`src/rtl/muldiv_pkg.sv`:
```
// rtl/muldiv_pkg.sv - shared types and constants for the multiply/divide sequencer
package muldiv_pkg;

  localparam int WIDTH_DEFAULT = 16;

  localparam logic [3:0] FC_MUL = 4'b0100;
  localparam logic [3:0] FC_DIV = 4'b1000;

  typedef enum logic [1:0] {
    IDLE  = 2'd0,
    CALC  = 2'd1,
    FIXUP = 2'd2,
    DONE  = 2'd3
  } state_t;

endpackage

```
`src/rtl/muldiv_step.sv`:
```
// rtl/muldiv_step.sv - one unsigned shift-add (multiply) or restoring shift-subtract (divide) iteration
module muldiv_step #(
  parameter int WIDTH = 16
) (
  input  logic             is_div,
  input  logic [WIDTH-1:0] acc_in,
  input  logic [WIDTH-1:0] word_in,
  input  logic [WIDTH-1:0] operand,
  output logic [WIDTH-1:0] acc_out,
  output logic [WIDTH-1:0] word_out
);

  logic [WIDTH:0]   mul_sum;
  logic [WIDTH:0]   rem_shift;
  logic [WIDTH-1:0] trial;
  logic             fits;

  // Multiply keeps the carry of acc + multiplicand so it can shift into the pair;
  // divide brings the next dividend bit into the remainder and trial-subtracts.
  always_comb begin
    mul_sum   = {1'b0, acc_in} + (word_in[0] ? {1'b0, operand} : {(WIDTH+1){1'b0}});
    rem_shift = {acc_in, word_in[WIDTH-1]};
    fits      = (rem_shift >= {1'b0, operand});
    // When the subtract fits the result is below the divisor, so the low bits are exact.
    trial     = rem_shift[WIDTH-1:0] - operand;
    if (is_div) begin
      acc_out  = fits ? trial : rem_shift[WIDTH-1:0];
      word_out = {word_in[WIDTH-2:0], fits};
    end else begin
      acc_out  = mul_sum[WIDTH:1];
      word_out = {mul_sum[0], word_in[WIDTH-1:1]};
    end
  end

endmodule

```
`src/rtl/muldiv_sequencer.sv`:
```
// rtl/muldiv_sequencer.sv - multi-cycle signed multiply/divide controller beside the EX stage
module muldiv_sequencer
  import muldiv_pkg::*;
#(
  parameter int WIDTH = WIDTH_DEFAULT
) (
  input  logic             clk,
  input  logic             reset,
  input  logic             start,
  input  logic [3:0]       function_code,
  input  logic [WIDTH-1:0] op_a,
  input  logic [WIDTH-1:0] op_b,
  input  logic             flush,
  output logic             stall,
  output logic             busy,
  output logic             done,
  output logic [WIDTH-1:0] result_lo,
  output logic [WIDTH-1:0] result_hi,
  output logic             arith_error
);

  localparam int CW = (WIDTH > 1) ? $clog2(WIDTH) : 1;
  localparam logic [WIDTH-1:0] MOST_NEG = {1'b1, {(WIDTH-1){1'b0}}};

  state_t           state;
  logic             is_div;
  logic             neg_lo;
  logic             neg_hi;
  logic [WIDTH-1:0] acc;
  logic [WIDTH-1:0] word;
  logic [WIDTH-1:0] operand;
  logic [CW-1:0]    cnt;

  logic             fc_valid;
  logic             fc_div;
  logic             accept;
  logic [WIDTH-1:0] abs_a;
  logic [WIDTH-1:0] abs_b;
  logic             div_zero;
  logic             div_ovf;
  logic [WIDTH-1:0] step_acc;
  logic [WIDTH-1:0] step_word;
  logic [2*WIDTH-1:0] prod_fix;
  logic [WIDTH-1:0] quo_fix;
  logic [WIDTH-1:0] rem_fix;

  // Accept decode, operand magnitudes, error detection and the stall/busy handshake.
  always_comb begin
    fc_div   = (function_code == FC_DIV);
    fc_valid = (function_code == FC_MUL) || fc_div;
    accept   = (state == IDLE) && start && fc_valid && !flush;
    stall    = accept || (state == CALC) || (state == FIXUP);
    busy     = (state != IDLE);
    abs_a    = op_a[WIDTH-1] ? (~op_a + 1'b1) : op_a;
    abs_b    = op_b[WIDTH-1] ? (~op_b + 1'b1) : op_b;
    div_zero = (op_b == {WIDTH{1'b0}});
    div_ovf  = (op_a == MOST_NEG) && (op_b == {WIDTH{1'b1}});
  end

  muldiv_step #(.WIDTH(WIDTH)) u_step (
    .is_div   (is_div),
    .acc_in   (acc),
    .word_in  (word),
    .operand  (operand),
    .acc_out  (step_acc),
    .word_out (step_word)
  );

  // Sign fix-up: product {acc, word} as one 2*WIDTH value; quotient in word, remainder in acc.
  always_comb begin
    prod_fix = neg_lo ? (~{acc, word} + 1'b1) : {acc, word};
    quo_fix  = neg_lo ? (~word + 1'b1) : word;
    rem_fix  = neg_hi ? (~acc + 1'b1) : acc;
  end

  // Sequencer FSM with the iteration counter and registered result outputs.
  always_ff @(posedge clk or negedge reset) begin
    if (!reset) begin
      state       <= IDLE;
      is_div      <= 1'b0;
      neg_lo      <= 1'b0;
      neg_hi      <= 1'b0;
      acc         <= '0;
      word        <= '0;
      operand     <= '0;
      cnt         <= '0;
      done        <= 1'b0;
      result_lo   <= '0;
      result_hi   <= '0;
      arith_error <= 1'b0;
    end else if (flush) begin
      state       <= IDLE;
      done        <= 1'b0;
      arith_error <= 1'b0;
    end else begin
      case (state)
        IDLE: begin
          done        <= 1'b0;
          arith_error <= 1'b0;
          if (accept) begin
            is_div  <= fc_div;
            neg_lo  <= op_a[WIDTH-1] ^ op_b[WIDTH-1];
            neg_hi  <= op_a[WIDTH-1];
            acc     <= '0;
            word    <= fc_div ? abs_a : abs_b;
            operand <= fc_div ? abs_b : abs_a;
            cnt     <= '0;
            if (fc_div && div_zero) begin
              state       <= DONE;
              done        <= 1'b1;
              result_lo   <= '1;
              result_hi   <= op_a;
              arith_error <= 1'b1;
            end else if (fc_div && div_ovf) begin
              state       <= DONE;
              done        <= 1'b1;
              result_lo   <= MOST_NEG;
              result_hi   <= '0;
              arith_error <= 1'b1;
            end else begin
              state <= CALC;
            end
          end
        end
        CALC: begin
          acc  <= step_acc;
          word <= step_word;
          cnt  <= cnt + 1'b1;
          if (cnt == CW'(WIDTH-1)) begin
            state <= FIXUP;
          end
        end
        FIXUP: begin
          if (is_div) begin
            result_lo <= quo_fix;
            result_hi <= rem_fix;
          end else begin
            result_lo <= prod_fix[WIDTH-1:0];
            result_hi <= prod_fix[2*WIDTH-1:WIDTH];
          end
          done        <= 1'b1;
          arith_error <= 1'b0;
          state       <= DONE;
        end
        DONE: begin
          done        <= 1'b0;
          arith_error <= 1'b0;
          state       <= IDLE;
        end
        default: begin
          state <= IDLE;
        end
      endcase
    end
  end

endmodule

```
`config.mk`:
```
export PLATFORM = sky130hd
export DESIGN_NAME = muldiv_sequencer
export DESIGN_NICKNAME = d
export VERILOG_FILES = /design/src/rtl/muldiv_pkg.sv /design/src/rtl/muldiv_step.sv /design/src/rtl/muldiv_sequencer.sv
export SDC_FILE = /design/constraint.sdc
export NUM_CORES = 1
export LEC_CHECK = 0
export CORE_UTILIZATION = 35
export CTS_CLUSTER_DIAMETER = 200
export DETAILED_ROUTE_END_ITERATION = 7
export GPL_TIMING_DRIVEN = 0
export REMOVE_ABC_BUFFERS = 1
export SYNTH_ARGS = -nofsm -noshare
export SYNTH_HDL_FRONTEND = slang
export SYNTH_SLANG_ARGS = --single-unit
```
`constraint.sdc`:
```
create_clock -name clk -period 3.2 [get_ports clk]
set_input_delay 0.48 -clock clk [delete_from_list [all_inputs] [get_ports clk]]
set_output_delay 0.48 -clock clk [all_outputs]
set_load 0.01 [all_outputs]
```
# Yosys cells after proc, flatten, opt, wreduce, memory -nomap -nowiden
# Cells that the tools add are included.
[word_totals]
regBits = 91
out_inout_bits = 36
wordCells = 102
[classes]
n_addsub = 8
magnitude_cmp = 1
eq_ne = 12
n_mux = 40
n_bitwise = 7
n_reduce_logical = 22
[ops]
columns = ["cell", "n"]
rows = [
  ["$mux W16", 20],
  ["$pmux W16 S2", 4],
  ["$add A16 B1 Y16 const B", 4],
  ["$not A16 Y16", 4],
  ["$add A32 B1 Y32 const B", 1],
  ["$eq A16 B16 Y1 const B", 2],
  ["$mux W32", 1],
  ["$not A32 Y32", 1],
  ["$add A16 B17 Y17", 1],
  ["$ge A17 B16 Y1", 1],
  ["$logic_not A16 Y1", 1],
  ["$sub A16 B16 Y16", 1],
  ["$mux W2", 5],
  ["$eq A4 B4 Y1 const B", 2],
  ["$pmux W2 S4", 1],
  ["$pmux W4 S2", 1],
  ["$logic_and A1 B1 Y1", 6],
  ["$reduce_and A3 Y1", 2],
  ["$reduce_bool A2 Y1", 3],
  ["$mux W1", 5],
  ["$add A4 B1 Y4 const B", 1],
  ["$eq A2 B2 Y1 const B", 2],
  ["$eq A4 B3 Y1 const B", 1],
  ["$mux W4", 1],
  ["17 further kinds", 19],
]

# Depth between registers and ports, before layout
# Gate-level depths: netlist of the first run.
[logic_depth]
word_depth = 8
ltp_mapped = 11

# Modules after synthesis
# From an unflattened synthesis of the first run, not the netlist that was laid out.
[hier_totals]
hier_cells = 974
hier_area_um2 = 8082.8
[modules_own_cells]
columns = ["module", "instances", "cells_each", "area_each_um2", "seq_area_each_um2"]
rows = [
  ["muldiv_sequencer", 1, 675, 5928.2, 2277.2],
  ["muldiv_step", 1, 299, 2154.6, 0.0],
]

# Least setup slack after synthesis of the first run
# OpenSTA, ideal clock, no wires.
[synth_timing]
path_kind = "input-to-reg"
start = "in op_b[0]"
end = "reg result_lo[11]"
setup_time_ns = 0.127
arrival_time_ns = 2.911
t_required_ns = 3.073
slack_ns = 0.161
stages = 9
n_path_buf = 1
path_cell_list = "inv_1 -> ha_1 -> or4b_4 -> or4_4 -> nor4_4 -> o21bai_2 -> a21oi_4 -> buf_6 -> mux2_1"
[synth_between]
elab_chain_len = 5
elab_cells_between_ends = 10
classes_between = "eq/ne (2); mux (3); reduce/logical (5)"
[synth_rtl]
columns = ["item", "line", "text"]
rows = [
  ["start: declaration", "muldiv_sequencer.sv:12", "input logic [WIDTH-1:0] op_b,"],
  ["$eq A16 B16 Y1 or $logic_not A16 Y1 (tied branches)", "muldiv_sequencer.sv:57, muldiv_sequencer.sv:56", ""],
  ["$logic_and A1 B1 Y1, on equally long branches", "muldiv_sequencer.sv:57, muldiv_sequencer.sv:108", ""],
  ["$logic_and A1 B1 Y1 or $mux W16 (tied branches)", "muldiv_sequencer.sv:114, muldiv_sequencer.sv:108", ""],
  ["$ne A3 B1 Y1 (no line) or $mux W16 (tied branches)", "-", ""],
  ["$reduce_and A4 Y1 (no line) or $pmux W16 S2 (tied branches)", "-", ""],
  ["end signal: assignment", "muldiv_sequencer.sv:135", "result_lo <= quo_fix;"],
  ["end signal: assignment", "muldiv_sequencer.sv:138", "result_lo <= prod_fix[WIDTH-1:0];"],
  ["end: declaration", "muldiv_sequencer.sv:17", "output logic [WIDTH-1:0] result_lo,"],
]
# Several ways; a longest one is shown, not always the timed one. The select of a mux whose other input is x is not followed.
# A chain may end at the register's enable or synchronous reset.

# Worst setup path after layout of the first run
[layout_timing]
start = "in op_a[0]"
end = "reg result_lo[6]"
[layout_between]
elab_chain_len = 5
[layout_rtl]
columns = ["item", "line", "text"]
rows = [
  ["start: declaration", "muldiv_sequencer.sv:11", "input logic [WIDTH-1:0] op_a,"],
  ["$eq A16 B16 Y1", "muldiv_sequencer.sv:57", "div_ovf = (op_a == MOST_NEG) && (op_b == {WIDTH{1'b1}});"],
  ["$logic_and A1 B1 Y1", "muldiv_sequencer.sv:57", ""],
  ["$logic_and A1 B1 Y1", "muldiv_sequencer.sv:114", "end else if (fc_div && div_ovf) begin"],
  ["$ne A3 B1 Y1 (no line)", "-", ""],
  ["$reduce_and A4 Y1 (no line)", "-", ""],
]
# No other way between the ends.

==> run summary, run 1 <==
result of the run: finished clean
shortest period the worst path allows: 3.14 ns
input/output buffers: 75
fraction of synthesized cell area taken by the top area cell type: 29.2%
Post-Route Hold Slack: 0.125 ns
overall via count from detail_route: 7570
worst clock skew: 0.00925 ns
chip height: 151 um
CTS Hold Bufs: 0
CTS tree: built
Tot GR Track Use: 22.3%
ANT nets after route: 0
Synth Area in Adders: 7.24%
# H-tree levels: 3
proportion of synthesized chip area in sequential cells: 29.2%
remaining max-slew budget at the tightest pin: 32.3%
post-layout util: 43.8%
part of the cycle the worst path needs: 98.2%
max_cap viols: 0
total number of nets in the final design: 1114
Avg WL per Cell: 19.3 um
post-synthesis instance total: 967
switching portion of total power: 46.8%
Worst Max-Slew Pin Slew: 1.02 ns
complex-gate fraction of the synthesized area: 24.4%
xor/xnor cell area share of the yosys netlist: 8.19%
count of yosys warnings during synthesis: 0
portion of total power attributed to combinational logic: 59.4%
floorplan row count: 54
Reg power frac: 27.6%
Avg Cell Area, Syn: 8.07 um2
top fanout value on the critical path: 7
detailed router's first-iteration violation count: 653
count of TritonRoute iterations in the first routing pass: 5
gr ovfl total: 0
standard cell core area: 0.0218 mm2
element type at the critical path end: flop
chip width: 151 um
effective utilization at floorplan: 35.8%
number of top-level pins: 76
class of the tightest hold or removal check: in -> async
area of the mapped netlist: 0.00781 mm2
biggest area consumer among synthesized cells: sky130_fd_sc_hd__dfrtp_1
proportion of synthesized area in mux cells: 7.00%
antenna violations before repair: 0
Clk Tree Root Cell: sky130_fd_sc_hd__clkbuf_16
Routed Wire Length: 25.4 mm
routability congestion estimate: 0.932
Post-synth ARST share: 100%
kind of start point of the critical path: input pin
sink count of the clock tree: 91
combinational family with the most area after synthesis: compound AO/OA/AOI/OAI gates
endpoints failing hold: 0
post-route DRC violation count: 0
leading register cell type out of synthesis: sky130_fd_sc_hd__dfrtp_1
most frequent standard cell in the layout excluding fill and tap cells: sky130_fd_sc_hd__nor2_1
post-synth cell types: 68
Post-synth EDFFs: 0
leading cell types by total area after synthesis: sky130_fd_sc_hd__dfrtp_1 (29%), sky130_fd_sc_hd__ha_1 (6.7%), sky130_fd_sc_hd__a21oi_1 (5.5%), sky130_fd_sc_hd__nor2_1 (5.3%), sky130_fd_sc_hd__o21ai_0 (5.1%)
Final setup violation count: 0
share of layout cells above drive strength 1: 11.0%
synthesized flop and latch total: 91
clock tree buffer depth: 2
number of buffers created by CTS: 9
HPWL after DPL: 17.9 mm
simple-gate share of the synthesized area: 19.1%
total power per unit cell area: 830 mW/mm2
CP Data Required Time: 3.44 ns
leakage power summed over all cells: 3.93 nW
largest net degree at the start of global routing: 50
vias in the first global route: 6839
overall die area: 0.0229 mm2
leading cell types in the layout, fill and taps excluded: sky130_fd_sc_hd__nor2_1 (106), sky130_fd_sc_hd__dfrtp_1 (89), sky130_fd_sc_hd__a21oi_1 (82)
Setup Crit Path Kind: in -> reg
Max rail drop VDD: 0.293 mV
n_diodes: 0
arrival time at the worst endpoint: 3.38 ns
Highest Clock Rate: 0.318 GHz
Internal Dissipation: 4.22 mW
Clk pwr share: 13.0%
first-pass GRT wire length: 38.5 mm
switching power of the nets: 3.72 mW
clock latency reported for the late side of the worst-skew pair: 0.36 ns
vias per std cell: 5.76
area delta synth->final: 22.6%
max-slew violation total from the final report: 0
register clock-pin slew on the reported worst setup and hold paths: 0.07 ns
## layout make-up
type	instances	area, um2
Fill cell	2154	12300
Multi-Input combinational cell	782	5410
Sequential cell	91	2280
Timing Repair Buffer	102	1090
Tap cell	280	350
Clock buffer	10	229
Inverter	44	169
Clock inverter	5	38.8
## path summary, 6_finish.rpt
| path | start | endpoint | slack [ns] | cells past startpoint |
|---|---|---|---|---|
| max | op_a[0] | result_lo[6] | 0.06 | 10 |
| min | reset | result_lo[14] | 0.12 | 1 |
| max reg2reg | word[0] | acc[14] | 0.08 | 12 |
| min reg2reg | result_lo[9] | result_lo[9] | 0.49 | 1 |
| max in group asynchronous | reset | acc[8] | 2.40 | 2 |
| min in group clk | result_lo[9] | result_lo[9] | 0.49 | 1 |
## what timing repair did
action	CTS	global route
pin swaps	5	10
buffers inserted	12	8
cloned	4	0
endpoints found under the setup margin	49	38
resized for setup	21	32
## cells by family (layout without fill, tap and decap cells)
group	after synthesis	count (layout)
AOI/OAI and AO/OA	302	305
xor gates and xnor gates	73	73
adders and majority gates	44	44
buffers and inverters	97	161
DFF	91	91
muxes	51	51
and+or+nand+nor	309	309
## Yosys cell counts (7+ instances only)
master                     number
sky130_fd_sc_hd__o21a_1         7
sky130_fd_sc_hd__o41ai_1        7
sky130_fd_sc_hd__xnor2_1       40
sky130_fd_sc_hd__o21ai_0       79
sky130_fd_sc_hd__or3_1         12
sky130_fd_sc_hd__a22oi_1       20
sky130_fd_sc_hd__a21oi_1       86
sky130_fd_sc_hd__a211oi_1      16
sky130_fd_sc_hd__nand3_1       17
sky130_fd_sc_hd__mux2_1         9
sky130_fd_sc_hd__nor2_1       111
sky130_fd_sc_hd__clkbuf_1      45
sky130_fd_sc_hd__xor2_1        33
sky130_fd_sc_hd__nand2_1       79
sky130_fd_sc_hd__dfrtp_1       91
sky130_fd_sc_hd__mux2i_1       22
sky130_fd_sc_hd__nor2b_1        8
sky130_fd_sc_hd__o211ai_1      15
sky130_fd_sc_hd__ha_1          42
sky130_fd_sc_hd__a31oi_1       11
sky130_fd_sc_hd__a21o_1         7
sky130_fd_sc_hd__nand4_1       10
sky130_fd_sc_hd__inv_1         44
sky130_fd_sc_hd__nor3_1        15
sky130_fd_sc_hd__or4_1          8
sky130_fd_sc_hd__nor4_1         7
sky130_fd_sc_hd__mux2_2        20
sky130_fd_sc_hd__and2_1         7
sky130_fd_sc_hd__o31ai_1       15
sky130_fd_sc_hd__nand2b_1       9
## through the flow
step           worst slack (ns)  area [um2]  total power [mW]  TNS [ns]  instances
6_report                 0.0576        9570              7.94         0       1314
3_5_place_dp              -1.47        8780              6.58    -54.16       1275
5_1_grt                 -0.0254        9570              8.55   -0.0254       1314
3_3_place_gp              -3.17        8690              6.51   -303.94       1269
2_1_floorplan             -1.06        7590              5.21    -24.98        914
4_1_cts                -0.00285        9330              7.72  -0.00285       1306
## worst max-delay path: stages
cell and delay, ns:
sky130_fd_sc_hd__clkdlybuf4s50_1 0.58, sky130_fd_sc_hd__inv_1 0.13, sky130_fd_sc_hd__ha_1 0.17, sky130_fd_sc_hd__nor3b_2 0.35
sky130_fd_sc_hd__nand3_1 0.28, sky130_fd_sc_hd__nor4bb_4 0.45, sky130_fd_sc_hd__o21bai_4 0.14, sky130_fd_sc_hd__a21oi_4 0.29
sky130_fd_sc_hd__buf_12 0.17, sky130_fd_sc_hd__mux2_1 0.32
## sequential cells by signal (all words and copies together) (netlist names)
| name | flops |
|---|---|
| operand | 16 |
| arith_error | 1 |
| done | 1 |
| acc | 16 |
| cnt | 4 |
| neg_lo | 1 |
| word | 16 |
| result_lo | 16 |
| state | 2 |
| neg_hi | 1 |
| result_hi | 16 |
| is_div | 1 |
## routing by layer
metal / wire, um / track usage (%) / vias up
li1: - / - / 3639
met1: 11900 / 31.9 / 3638
met2: 11400 / 33.7 / 257
met3: 1490 / 3.61 / 36
met4: 583 / 7.90 / 0
met5: 0 / 0 / -
## power by group through the flow
| stage | registers [mW] | clock network [mW] | logic, mW |
|---|---|---|---|
| 6_report | 2.19 | 1.03 | 4.72 |
| 5_1_grt | 2.25 | 1.09 | 5.21 |
| 4_1_cts | 2.16 | 1.06 | 4.49 |
| 3_5_place_dp | 2.18 | 0 | 4.40 |
| 3_3_place_gp | 2.17 | 0 | 4.33 |
| 2_1_floorplan | 2.02 | 0 | 3.19 |
Power figures use the tool's default switching activity.
==> run 2: changes to the inputs <==
--- a/config.mk
+++ b/config.mk
@@ -5,10 +5,13 @@
 export SDC_FILE = /design/constraint.sdc
 export NUM_CORES = 1
 export LEC_CHECK = 0
+export ABC_CLOCK_PERIOD_IN_PS = 3200
 export CORE_UTILIZATION = 35
 export CTS_CLUSTER_DIAMETER = 200
 export DETAILED_ROUTE_END_ITERATION = 7
+export DONT_BUFFER_PORTS = 1
 export GPL_TIMING_DRIVEN = 0
+export RECOVER_POWER = 100
 export REMOVE_ABC_BUFFERS = 1
 export SYNTH_ARGS = -nofsm -noshare
 export SYNTH_HDL_FRONTEND = slang
==> run 2 against run 1 <==
Effect of this change:
- the flow now finishes with violations (max-capacitance violations, max-slew violations)
- clock power grew 13%
- total power fell by 4.6%
- maximum frequency decreased by 0.37%
- largest power group unchanged
- critical endpoint is now result_lo[13]
- die area unchanged
- sequential share of layout area is 2.9 points higher
- register-to-register slack improved by 0.04 ns
- flip-flop and latch count unchanged
- routed wire length shrank 3.7%
==> run summary, run 2 (synthesis results as in run 1) <==
result of the run: finished with violations
violated checks: max-capacitance violations, max-slew violations
# H-tree levels: 3
gr ovfl total: 0
count of TritonRoute iterations in the first routing pass: 5
element type at the critical path end: flop
HPWL after DPL: 17.4 mm
most frequent standard cell in the layout excluding fill and tap cells: sky130_fd_sc_hd__nor2_1
share of layout cells above drive strength 1: 8.66%
total number of nets in the final design: 1026
overall die area: 0.0229 mm2
number of top-level pins: 76
largest net degree at the start of global routing: 92
antenna violations before repair: 1
multi-input combinational cell area: 0.00528 mm2
# fillers: 2198
Post-Route Hold Slack: 0.182 ns
CP Data Required Time: 3.44 ns
effective utilization at floorplan: 35.8%
crit-path cells: inv_1 -> ha_1 -> or4b_1 -> or4_4 -> nor4_4 -> buf_4 -> o21bai_2 -> a21oi_4 -> buf_12 -> mux2_1
floorplan row count: 54
top fanout value on the critical path: 13
number of instances on the worst hold path: 1
remaining max-slew budget at the tightest pin: -61.9%
unrepaired setup endpoints after global routing: yes
leading cell types in the layout, fill and taps excluded: sky130_fd_sc_hd__nor2_1 (110), sky130_fd_sc_hd__dfrtp_1 (89), sky130_fd_sc_hd__a21oi_1 (85)
Worst Max-Slew Pin Slew: 2.43 ns
Clk Tree Root Cell: sky130_fd_sc_hd__clkbuf_16
storage element area: 0.00228 mm2
standard cell core area: 0.0218 mm2
register clock-pin slew on the reported worst setup and hold paths: 0.07 ns
worst clock skew: 0.00571 ns
clock tree buffer depth: 2
CTS tree: built
post-route DRC violation count: 0
Max rail drop VDD: 0.303 mV
kind of start point of the critical path: input pin
total power per unit cell area: 889 mW/mm2
shortest period the worst path allows: 3.15 ns
chip height: 151 um
sink count of the clock tree: 91
max_cap viols: 1
part of the cycle the worst path needs: 98.6%
ANT nets after route: 0
vias per std cell: 5.83
Setup Crit Path Kind: in -> reg
endpoints failing hold: 0
Routed Wire Length: 24.4 mm
number of cells on the worst reg-to-reg path: 10
minimum setup slack among reg-to-reg paths: 0.12 ns
Highest Clock Rate: 0.317 GHz
input/output buffers: 0
detailed router's first-iteration violation count: 664
Tot GR Track Use: 21.4%
delay of the slowest critical-path stage: 0.58 ns
area delta synth->final: 9.12%
Avg WL per Cell: 19.9 um
number of buffers created by CTS: 9
clock latency reported for the late side of the worst-skew pair: 0.36 ns
leakage power summed over all cells: 3.51 nW
overall via count from detail_route: 7165
placed cell areas: 0.00801 mm2
Final setup violation count: 0
post-route standard cell area excluding fillers: 0.00852 mm2
routability congestion estimate: 0.882
arrival time at the worst endpoint: 3.40 ns
first-pass GRT wire length: 37.4 mm
max-slew violation total from the final report: 92
class of the tightest hold or removal check: in -> reg
slowest stage cell, crit path: sky130_fd_sc_hd__or4_4
vias in the first global route: 6600
chip width: 151 um
-- run 2: report_power, final --
group | internal, mW | switching [mW]
registers | 1.56 | 0.696
logic | 1.79 | 2.37
clock network | 0.638 | 0.521
-- run 2: metal layers --
layer,track usage [%],wire (um),share of wire (%),vias to the layer above
met1,30.4,11300,46,3417
li1,-,-,-,3470
met5,0,0,0,-
met3,4.25,1810,7.4,29
met2,33.3,11000,45,249
met4,4.55,334,1.4,0
-- run 2: repair_timing --
| action | in CTS | in global routing |
|---|---|---|
| resized for setup | 11 | 9 |
| endpoints found under the setup margin | 49 | 26 |
| setup buffers | 5 | 3 |
| cloned | 2 | 1 |
| endpoints found under the hold margin | 91 | 0 |
| hold buffers | 1 | 0 |
| pin swaps | 2 | 3 |
-- run 2: area by class of cell --
| type | count | share of cell area (%) |
|---|---|---|
| timing repair buffer | 14 | 1.48 |
| tap | 280 | 4.11 |
| sequential | 91 | 26.8 |
| antenna | 1 | 0.0294 |
| inverter | 44 | 1.98 |
| multi-input combinational | 782 | 62.0 |
| clock buffer | 10 | 2.81 |
| clock inverter | 6 | 0.837 |
-- run 2: worst paths after layout --
check | start | to
setup / recovery | op_b[0] | result_lo[13]
hold / removal | flush | done
setup reg to reg | word[0] | result_hi[8]
hold reg to reg | operand[3] | operand[3]
max in group asynchronous | reset | word[0]
min in group asynchronous | reset | result_lo[4]
-- run 2: worst max-delay path, delay by kind of cell --
family | cells | cell delay, ns
and+or+nand+nor | 3 | 1.42
AOI/OAI and AO/OA | 2 | 0.51
buffers and inverters | 3 | 0.43
adders and majority gates | 1 | 0.20
muxes | 1 | 0.33
-- run 2: through the flow --
step | cells | utilization, % | setup slack, ns | power [mW] | TNS, ns
6_report | 1228 | 39.0 | 0.0458 | 7.57 | 0
4_1_cts | 1223 | 38.8 | 0.0226 | 7.50 | 0
3_3_place_gp | 1194 | 36.4 | -2.62 | 6.16 | -89.27
2_1_floorplan | 914 | - | -1.06 | 5.21 | -24.98
5_1_grt | 1228 | 39.0 | -0.0336 | 8.20 | -0.282
3_5_place_dp | 1199 | 36.7 | -0.980 | 6.24 | -37.76
